--- config.mk ---
export PLATFORM = sky130hd
export DESIGN_NAME = calc_multiport
export DESIGN_NICKNAME = d
export VERILOG_FILES = /design/src/rtl/calc_pkg.sv /design/src/rtl/calc_rr_arbiter.sv /design/src/rtl/calc_multiport.sv
export SDC_FILE = /design/constraint.sdc
export NUM_CORES = 1
export LEC_CHECK = 0
export ABC_AREA = 1
export CAP_MARGIN = 20
export CORE_UTILIZATION = 36
export CTS_CLUSTER_SIZE = 30
export DETAILED_ROUTE_END_ITERATION = 10
export PLACE_DENSITY = 0.53
export SYNTH_ARGS = -nofsm -noshare
export SYNTH_HDL_FRONTEND = slang
export SYNTH_SLANG_ARGS = --single-unit
--- constraint.sdc ---
create_clock -name c_clk -period 16.9 [get_ports c_clk]
set_clock_uncertainty 0.2 [all_clocks]
set_input_delay 3.38 -clock c_clk [delete_from_list [all_inputs] [get_ports c_clk]]
set_output_delay 3.38 -clock c_clk [all_outputs]
set_load 0.005 [all_outputs]
--- src/rtl/calc_pkg.sv ---
// calc_multiport shared definitions.
// Command/response codes, port state and the ALU helper.
package calc_pkg;

  localparam logic [3:0] CMD_NOP = 4'd0;
  localparam logic [3:0] CMD_ADD = 4'd1;
  localparam logic [3:0] CMD_SUB = 4'd2;
  localparam logic [3:0] CMD_SHL = 4'd5;
  localparam logic [3:0] CMD_SHR = 4'd6;

  localparam logic [1:0] RSP_NONE = 2'b00;
  localparam logic [1:0] RSP_OK   = 2'b01;
  localparam logic [1:0] RSP_OVF  = 2'b10;
  localparam logic [1:0] RSP_INV  = 2'b11;

  typedef enum logic [1:0] {
    IDLE,
    OP2,
    PEND
  } port_state_e;

  typedef struct packed {
    logic [1:0]  resp;
    logic [63:0] res;
  } alu_out_t;

  // Operands arrive zero-extended to 64 bits; w is the live width.
  function automatic alu_out_t alu_op(
    input logic [3:0]  cmd,
    input logic [63:0] op1,
    input logic [63:0] op2,
    input int unsigned w
  );
    logic [64:0] sum;
    logic [63:0] mask;
    logic [63:0] a;
    logic [63:0] b;
    logic [5:0]  sh;
    alu_out_t    o;
    mask = (w >= 64) ? '1 : ((64'd1 << w) - 64'd1);
    a    = op1 & mask;
    b    = op2 & mask;
    sh   = op2[5:0] & 6'(w - 1);
    sum  = {1'b0, a} + {1'b0, b};
    o.resp = RSP_OK;
    o.res  = '0;
    unique case (1'b1)
      (cmd == CMD_ADD): begin
        if (sum[w]) o.resp = RSP_OVF;
        else o.res = sum[63:0] & mask;
      end
      (cmd == CMD_SUB): begin
        if (b > a) o.resp = RSP_OVF;
        else o.res = (a - b) & mask;
      end
      (cmd == CMD_SHL): o.res = (a << sh) & mask;
      (cmd == CMD_SHR): o.res = a >> sh;
      default: o.resp = RSP_INV;
    endcase
    return o;
  endfunction

endpackage

--- src/rtl/calc_rr_arbiter.sv ---
// Round-robin arbiter for calc_multiport.
// One-hot grant, pointer moves past the winner.
module calc_rr_arbiter #(
  parameter int N = 4
) (
  input  logic         c_clk,
  input  logic         reset_n,
  input  logic [N-1:0] req,
  output logic [N-1:0] gnt
);

  localparam int PW = (N > 1) ? $clog2(N) : 1;

  logic [PW-1:0] ptr_q;
  logic [PW-1:0] ptr_d;
  logic [PW-1:0] idx;
  logic          hit;

  // Search from the pointer with wrap, first requester wins.
  always_comb begin
    gnt   = '0;
    hit   = 1'b0;
    ptr_d = ptr_q;
    idx   = '0;
    for (int i = 0; i < N; i++) begin
      idx = PW'((int'(ptr_q) + i) % N);
      if (!hit && req[idx]) begin
        hit      = 1'b1;
        gnt[idx] = 1'b1;
        ptr_d    = PW'((int'(ptr_q) + i + 1) % N);
      end
    end
  end

  // Pointer holds when nobody is granted.
  always_ff @(posedge c_clk or negedge reset_n) begin
    if (!reset_n) ptr_q <= '0;
    else if (hit) ptr_q <= ptr_d;
  end

endmodule

--- src/rtl/calc_multiport.sv ---
// Multi-port calculator: per-port command FSMs sharing
// one registered ALU through a round-robin arbiter.
module calc_multiport
  import calc_pkg::*;
#(
  parameter int NUM_PORTS = 4,
  parameter int WIDTH     = 32
) (
  input  logic                       c_clk,
  input  logic                       reset_n,
  input  logic [4*NUM_PORTS-1:0]     cmd_in,
  input  logic [WIDTH*NUM_PORTS-1:0] data_in,
  output logic [NUM_PORTS-1:0]       busy_out,
  output logic [2*NUM_PORTS-1:0]     resp_out,
  output logic [WIDTH*NUM_PORTS-1:0] data_out
);

  localparam int PW = (NUM_PORTS > 1) ? $clog2(NUM_PORTS) : 1;

  logic [NUM_PORTS-1:0] req;
  logic [NUM_PORTS-1:0] gnt;
  logic [3:0]           cmd_a [NUM_PORTS];
  logic [WIDTH-1:0]     op1_a [NUM_PORTS];
  logic [WIDTH-1:0]     op2_a [NUM_PORTS];

  for (genvar p = 0; p < NUM_PORTS; p++) begin : g_port
    port_state_e      st_q;
    port_state_e      st_d;
    logic [3:0]       cmd_q;
    logic [WIDTH-1:0] op1_q;
    logic [WIDTH-1:0] op2_q;
    logic             busy_p;
    logic [3:0]       cmd_p;
    logic [WIDTH-1:0] data_p;

    assign cmd_p  = cmd_in[4*p +: 4];
    assign data_p = data_in[WIDTH*p +: WIDTH];

    // State and operand capture.
    always_ff @(posedge c_clk or negedge reset_n) begin
      if (!reset_n) begin
        st_q  <= IDLE;
        cmd_q <= CMD_NOP;
        op1_q <= '0;
        op2_q <= '0;
      end else begin
        st_q <= st_d;
        if (st_q == IDLE && cmd_p != CMD_NOP) begin
          cmd_q <= cmd_p;
          op1_q <= data_p;
        end
        if (st_q == OP2) op2_q <= data_p;
      end
    end

    // Next state: commands only enter from IDLE.
    always_comb begin
      st_d = st_q;
      unique case (st_q)
        IDLE:    if (cmd_p != CMD_NOP) st_d = OP2;
        OP2:     st_d = PEND;
        PEND:    if (gnt[p]) st_d = IDLE;
        default: st_d = IDLE;
      endcase
    end

    // Busy while waiting for the ALU.
    always_comb busy_p = (st_q == PEND);

    assign busy_out[p] = busy_p;
    assign req[p]      = busy_p;
    assign cmd_a[p]    = cmd_q;
    assign op1_a[p]    = op1_q;
    assign op2_a[p]    = op2_q;
  end

  calc_rr_arbiter #(.N(NUM_PORTS)) u_arb (
    .c_clk   (c_clk),
    .reset_n (reset_n),
    .req     (req),
    .gnt     (gnt)
  );

  logic [3:0]       cmd_sel;
  logic [WIDTH-1:0] op1_sel;
  logic [WIDTH-1:0] op2_sel;
  logic [PW-1:0]    gnt_idx;
  alu_out_t         alu_r;
  logic             unused_alu_hi;

  // Route the granted port's operands into the ALU.
  always_comb begin
    cmd_sel = CMD_NOP;
    op1_sel = '0;
    op2_sel = '0;
    gnt_idx = '0;
    for (int p = 0; p < NUM_PORTS; p++) begin
      if (gnt[p]) begin
        cmd_sel = cmd_a[p];
        op1_sel = op1_a[p];
        op2_sel = op2_a[p];
        gnt_idx = PW'(p);
      end
    end
  end

  // Shared ALU evaluation.
  always_comb alu_r = alu_op(cmd_sel, 64'(op1_sel), 64'(op2_sel), WIDTH);

  assign unused_alu_hi = ^alu_r.res;

  logic             alu_v;
  logic [PW-1:0]    alu_idx;
  logic [1:0]       alu_resp;
  logic [WIDTH-1:0] alu_res;

  // Registered result tagged with the owning port.
  always_ff @(posedge c_clk or negedge reset_n) begin
    if (!reset_n) begin
      alu_v    <= 1'b0;
      alu_idx  <= '0;
      alu_resp <= RSP_NONE;
      alu_res  <= '0;
    end else begin
      alu_v <= |gnt;
      if (|gnt) begin
        alu_idx  <= gnt_idx;
        alu_resp <= alu_r.resp;
        alu_res  <= alu_r.res[WIDTH-1:0];
      end
    end
  end

  // Fan the result out to the owning port only.
  always_comb begin
    resp_out = '0;
    data_out = '0;
    for (int p = 0; p < NUM_PORTS; p++) begin
      if (alu_v && alu_idx == PW'(p)) begin
        resp_out[2*p +: 2]         = alu_resp;
        data_out[WIDTH*p +: WIDTH] = alu_res;
      end
    end
  end

endmodule

# After elaboration in Yosys (flattened, before gate mapping)
# Index checks and enable logic that the tools add are counted.
[totals]
elab_cells = 170
reg_bits = 319
inputBits = 146
[classes]
n_eq_ne = 23
n_reduce_logical = 35
n_addsub = 8
bitwise = 3
magnitude_cmp = 9
n_mux = 69
shifts = 2
[ops]
columns = ["operator", "n"]
rows = [
  ["$mux W32", 14],
  ["$pmux W32 S4", 1],
  ["$mux W2", 20],
  ["$add A32 B32 Y33", 1],
  ["$gt A32 B32 Y1", 1],
  ["$mux W4", 8],
  ["$shl A32 B5 Y32", 1],
  ["$shr A32 B5 Y32", 1],
  ["$sub A32 B32 Y32", 1],
  ["$pmux W2 S3", 5],
  ["$reduce_bool A4 Y1", 5],
  ["$logic_and A1 B1 Y1", 15],
  ["$mux W1", 13],
  ["$eq A2 B2 Y1 const B", 6],
  ["$lt A2 B3 Y1 const B", 4],
  ["$or A4 B4 Y4", 3],
  ["$add A2 B2 Y2 const B", 5],
  ["$eq A2 B1 Y1 const B", 5],
  ["$logic_not A2 Y1", 5],
  ["$reduce_and A2 Y1", 5],
  ["$bmux W1 S2", 4],
  ["$demux W1 S2", 4],
  ["$eq A4 B3 Y1 const B", 2],
  ["$ge A2 B1 Y1 const B", 4],
  ["other kinds (8)", 16],
]

# Logic depth before layout (Yosys ltp)
[logic_depth]
ltp_word = 20
mapped_depth = 39
depth_no_buf = 36

# Hierarchy
# From an unflattened synthesis, not the netlist that was laid out.
[hier_totals]
hier_cells = 3498
hier_area_um2 = 22904.5
[by_module_without_submodules]
columns = ["module", "area_per_inst_um2", "n_inst", "cells_per_inst"]
rows = [
  ["calc_multiport", 22429.0, 1, 3421],
  ["calc_rr_arbiter", 475.5, 1, 77],
]

# Worst setup path before layout
# Ideal clock, no wire load.
[synth_timing]
kind = "register to register"
startpoint = "register u_arb.ptr_q[0]"
endpoint = "register alu_res[7]"
setup_time_ns = 0.127
arrival_time_ns = 5.252
t_required_ns = 16.573
period_less_slack_ns = 5.579
setup_slack_ns = 11.321
path_stages_with_launch = 36
path_cell_list = "dfrtp_1 -> inv_2 -> ha_1 -> inv_1 -> nand3_1 -> nand2_1 -> nand2_2 -> nor2_4 -> nand3_2 -> nand2_4 -> buf_4 -> buf_4 -> clkbuf_1 -> nand2_1 -> a21oi_1 -> a221oi_1 -> inv_1 -> ha_1 -> inv_1 -> fa_1 -> or2_2 -> o21ai_0 -> nand3_1 -> nand2_1 -> nand3_1 -> nand3_1 -> a21o_1 -> a21boi_0 -> inv_1 -> nand2_1 -> nand3_1 -> nor2_4 -> inv_2 -> buf_2 -> o22ai_1 -> nand3b_1"
[synth_between]
elab_chain_len = 19
word_cells_on_any_way = 72
classes_between = "add/sub: 5; order compare: 9; eq/ne: 4; shift: 2; mux: 38; bitwise: 3; reduce/logical: 11"
[synth_lines]
columns = ["item", "line_no", "text"]
rows = [
  ["start: declaration", "calc_rr_arbiter.sv:14", "logic [PW-1:0] ptr_q;"],
  ["start signal: assignment", "calc_rr_arbiter.sv:38", "else if (hit) ptr_q <= ptr_d;"],
  ["branches (longest 11 deep; another with $lt A2 B3 Y1)", "--", ""],
  ["$mux W4 *", "calc_rr_arbiter.sv:27", "if (!hit && req[idx]) begin"],
  ["$mux W32 (4 in series)", "calc_multiport.sv:98", "if (gnt[p]) begin"],
  ["$sub A32 B32 Y32 (tied with other cells)", "calc_pkg.sv:54", "else o.res = (a - b) & mask;"],
  ["$mux W32 (on tied branches)", "calc_pkg.sv:53, calc_pkg.sv:49", ""],
  ["$pmux W32 S4", "calc_pkg.sv:47", "unique case (1'b1)"],
  ["end signal: assignment", "calc_multiport.sv:129", "alu_res <= alu_r.res[WIDTH-1:0];"],
  ["end: declaration", "calc_multiport.sv:115", "logic [WIDTH-1:0] alu_res;"],
]
# Every way passes the cells marked *. The select of a mux whose other input is x is not followed.
# A chain may end at the register's enable or synchronous reset.

# Worst setup path in the final report
[layout_timing]
startpoint = "register u_arb.ptr_q[0]"
endpoint = "register alu_res[19]"
# Same word-level chain as after synthesis.

==> results.tsv <==
metric	value	unit
CTS tree	yes	
routed wire length	101000	um
relative slew slack	25.6	%
Gate Count Post-Synth	3276	
maxcap violations	0	
row cnt	90	
Netlist cell types	51	
via count	23600	
Final setup viols	0	
share of cells above drive strength 1	5.27	%
family with the most delay on the worst path	simple AND/OR/NAND/NOR gates	
Hold EP	g_port[2].op2_q[10]$_DFFE_PN0N_	
cts bufs inserted	39	
gr busiest metal	met2	
Final Cycle Share	49.3	%
antenna viol nets, final	0	
Buf/Inv on CP	9	
RePlAce Congestion	1.03	
worst path arrival time	8.63	ns
initial DRC count	2240	
die area	62800	um2
DP Area	25500	um2
HP Class	reg -> reg	
Critical Path Sink Type	flop	
CP Max Fanout	55	
Antenna Cells	0	
RSZ-0062 raised after global routing	false	
register area share after synthesis	35.9	%
input/output buffers	285	
CP Launch Type	flop	
reg2reg path depth	34	
fin cells	4254	
Setup WS post-layout	8.57	ns
max-slew violations	0	
# clock sinks	319	
register area	7980	um2
core area	60700	um2
DR WL/cell	23.8	um
Vias/cell	5.54	
initial antenna violation count	1	
pin count of the biggest net entering global routing	77	
fmax	120	MHz
DRC Markers	0	
Resized cells post-CTS	0	
#FFs+latches synth	319	
RR Startpoint	u_arb.ptr_q[0]$_DFFE_PN0P_	
num ports	286	
Post-DP HPWL	78700	um
Worst-path clk slew	0.06	ns
met3 GRT Util	6.15	%
Tmin final	8.33	ns
kind of critical path	reg -> reg	
initial core utilization	36.7	%
Die Ht	251	um
sum of negative setup slack	0	ns
# H-tree levels	2	
Hold Buf Count CTS	0	
fill count	6293	
placed insts	4182	
outcome	finished clean	
syn_area_per_cell	6.79	um2
First-pass DRT Iterations	6	
Worst Tran Pin Value	1.12	ns
post-CTS setup buffer count	0	
first-pass GRT wire length	151000	um
area grow syn2layout	20.8	%
dpl ws	8.77	ns
GRT Total Usage	32.0	%
Multi-input gate area	11900	um2
final hold viol count	0	
vias in the first global route	22800	
Warnings, synthesis	0	
worst hold start	g_port[2].op2_q[10]$_DFFE_PN0N_	
die width	251	um
final instance area	26900	um2
r2r endpoint	alu_res[19]$_DFFE_PN0P_	
EDFF count, synth	0	
Final nets	3664	
met1 global-route usage	43.6	%
total grt overflow	0	
FFs w/ async S/R, synth	100	%
Max clock buf depth	3	
syn nets	3497	
CP peak stage delay	0.87	ns
Worst EP required	17.20	ns
Post-Syn Area	22200	um2
Synth Flop Type	dfrtp_1	
Root Driver	clkbuf_16	
hold depth	2	
clock insertion delay at the later pin of the skew report	0.58	ns
Slowest cell on crit path	a221oi_1	
Reg2Reg Setup Slack	8.57	ns
met2 Use GR	49.4	%
==> state kept, by name (all words and copies together) (netlist names) <==
signal        flops
alu_idx           2
alu_res          32
alu_resp          2
alu_v             1
g_port.cmd_q     16
g_port.op1_q    128
g_port.op2_q    128
g_port.st_q       8
u_arb.ptr_q       2
==> metrics by stage <==
stage / hold WS [ns] / utilization, %
after floorplan: 0.242 / -
after global placement: 0.257 / 42.0
after detailed placement: 0.260 / 42.0
after CTS: 0.276 / 44.2
after global routing: 0.290 / 44.3
final: 0.273 / 44.3
==> worst reg2reg max path: cells and delay by family, from the launching register on <==
kind	cells	cell delay (ns)
DFF	1	0.51
AOI/OAI and AO/OA	5	1.80
adders and majority gates	3	0.96
and+or+nand+nor	17	2.79
buffers and inverters	9	1.99
==> cell families (layout without fill, tap and decap cells) <==
kind of cell | after synthesis | after routing | share of synthesized area, %
and+or+nand+nor | 1628 | 1628 | 31.1
AOI/OAI and AO/OA | 603 | 603 | 15.2
buffers and inverters | 582 | 778 | 10.6
DFF | 319 | 319 | 35.9
adders and majority gates | 75 | 75 | 4.29
xor gates and xnor gates | 43 | 43 | 1.69
muxes | 26 | 26 | 1.32
==> Yosys cell counts (2+ instances only) <==
cell type,number,area (um2)
inv_1,370,1390
o21bai_1,3,22.5
inv_2,15,56.3
o21a_1,7,52.6
dfrtp_1,319,7980
mux2_2,26,293
o21ai_1,15,75.1
nand3_2,6,60.1
nor3_4,2,32.5
a221o_1,27,270
ha_1,73,913
clkbuf_1,110,413
o22ai_1,17,106
xor2_1,43,377
nor4_1,9,56.3
a21oi_1,214,1070
nor2_1,342,1280
o211ai_1,6,45.0
fa_1,2,40.0
a21boi_0,5,37.5
nand3_1,405,2030
nor2_4,3,33.8
a221oi_1,2,17.5
nand4_1,43,269
nor3_1,12,60.1
buf_4,18,135
o31ai_1,6,45.0
a22oi_1,27,203
o21ai_0,263,1320
nor2_2,7,43.8
buf_1,10,37.5
buf_2,54,270
buf_6,5,56.3
nand2_4,2,22.5
nand2_2,6,37.5
nand2_1,787,2950
==> layer usage <==
| layer | up-vias | wire length (um) |
|---|---|---|
| met1 | 11400 | 44500 |
| met4 | 2 | 4620 |
| met3 | 152 | 7620 |
| met2 | 1003 | 44600 |
| li1 | 11000 | - |
| met5 | - | 9 |
==> worst max-delay path by stage <==
stage | from | to | depth (start not counted)
final | u_arb.ptr_q[0]$_DFFE_PN0P_ | alu_res[19]$_DFFE_PN0P_ | 34
after global routing | u_arb.ptr_q[0]$_DFFE_PN0P_ | alu_res[19]$_DFFE_PN0P_ | 35
after CTS | u_arb.ptr_q[0]$_DFFE_PN0P_ | alu_res[19]$_DFFE_PN0P_ | 34
after detailed placement | u_arb.ptr_q[0]$_DFFE_PN0P_ | alu_res[19]$_DFFE_PN0P_ | 34
after global placement | u_arb.ptr_q[0]$_DFFE_PN0P_ | alu_res[6]$_DFFE_PN0P_ | 36
after floorplan | u_arb.ptr_q[0]$_DFFE_PN0P_ | alu_res[7]$_DFFE_PN0P_ | 35
==> cell usage in the layout (no fill, tap or decap), types with 5 or more instances in the layout <==
| cell | Yosys | routed |
|---|---|---|
| a21boi_0 | 5 | 5 |
| a21oi_1 | 214 | 214 |
| a221o_1 | 27 | 27 |
| a22oi_1 | 27 | 27 |
| buf_4 | 18 | 37 |
| bufinv_16 | 0 | 5 |
| clkbuf_1 | 110 | 8 |
| clkbuf_16 | 0 | 39 |
| clkbuf_8 | 0 | 7 |
| clkdlybuf4s50_1 | 0 | 284 |
| clkinv_2 | 0 | 6 |
| dfrtp_1 | 319 | 319 |
| ha_1 | 73 | 73 |
| inv_1 | 370 | 368 |
| inv_2 | 15 | 16 |
| mux2_2 | 26 | 26 |
| nand2_1 | 787 | 782 |
| nand2_2 | 6 | 10 |
| nand3_1 | 405 | 405 |
| nand3_2 | 6 | 6 |
| nand4_1 | 43 | 43 |
| nor2_1 | 342 | 342 |
| nor2_2 | 7 | 7 |
| nor3_1 | 12 | 10 |
| nor4_1 | 9 | 9 |
| o211ai_1 | 6 | 6 |
| o21a_1 | 7 | 7 |
| o21ai_0 | 263 | 263 |
| o21ai_1 | 15 | 15 |
| o22ai_1 | 17 | 17 |
| o31ai_1 | 6 | 6 |
| xor2_1 | 43 | 43 |
==> layout make-up <==
type | count | share of cell area, %
inverter | 385 | 5.38
clock buffer | 54 | 4.10
timing repair buffer | 323 | 11.8
multi-input combinational | 2375 | 44.4
tap | 782 | 3.64
sequential | 319 | 29.7
clock inverter | 16 | 0.987
Power is not shown: default switching activity piles up to over one toggle a cycle in this logic, so the estimate is an artifact.
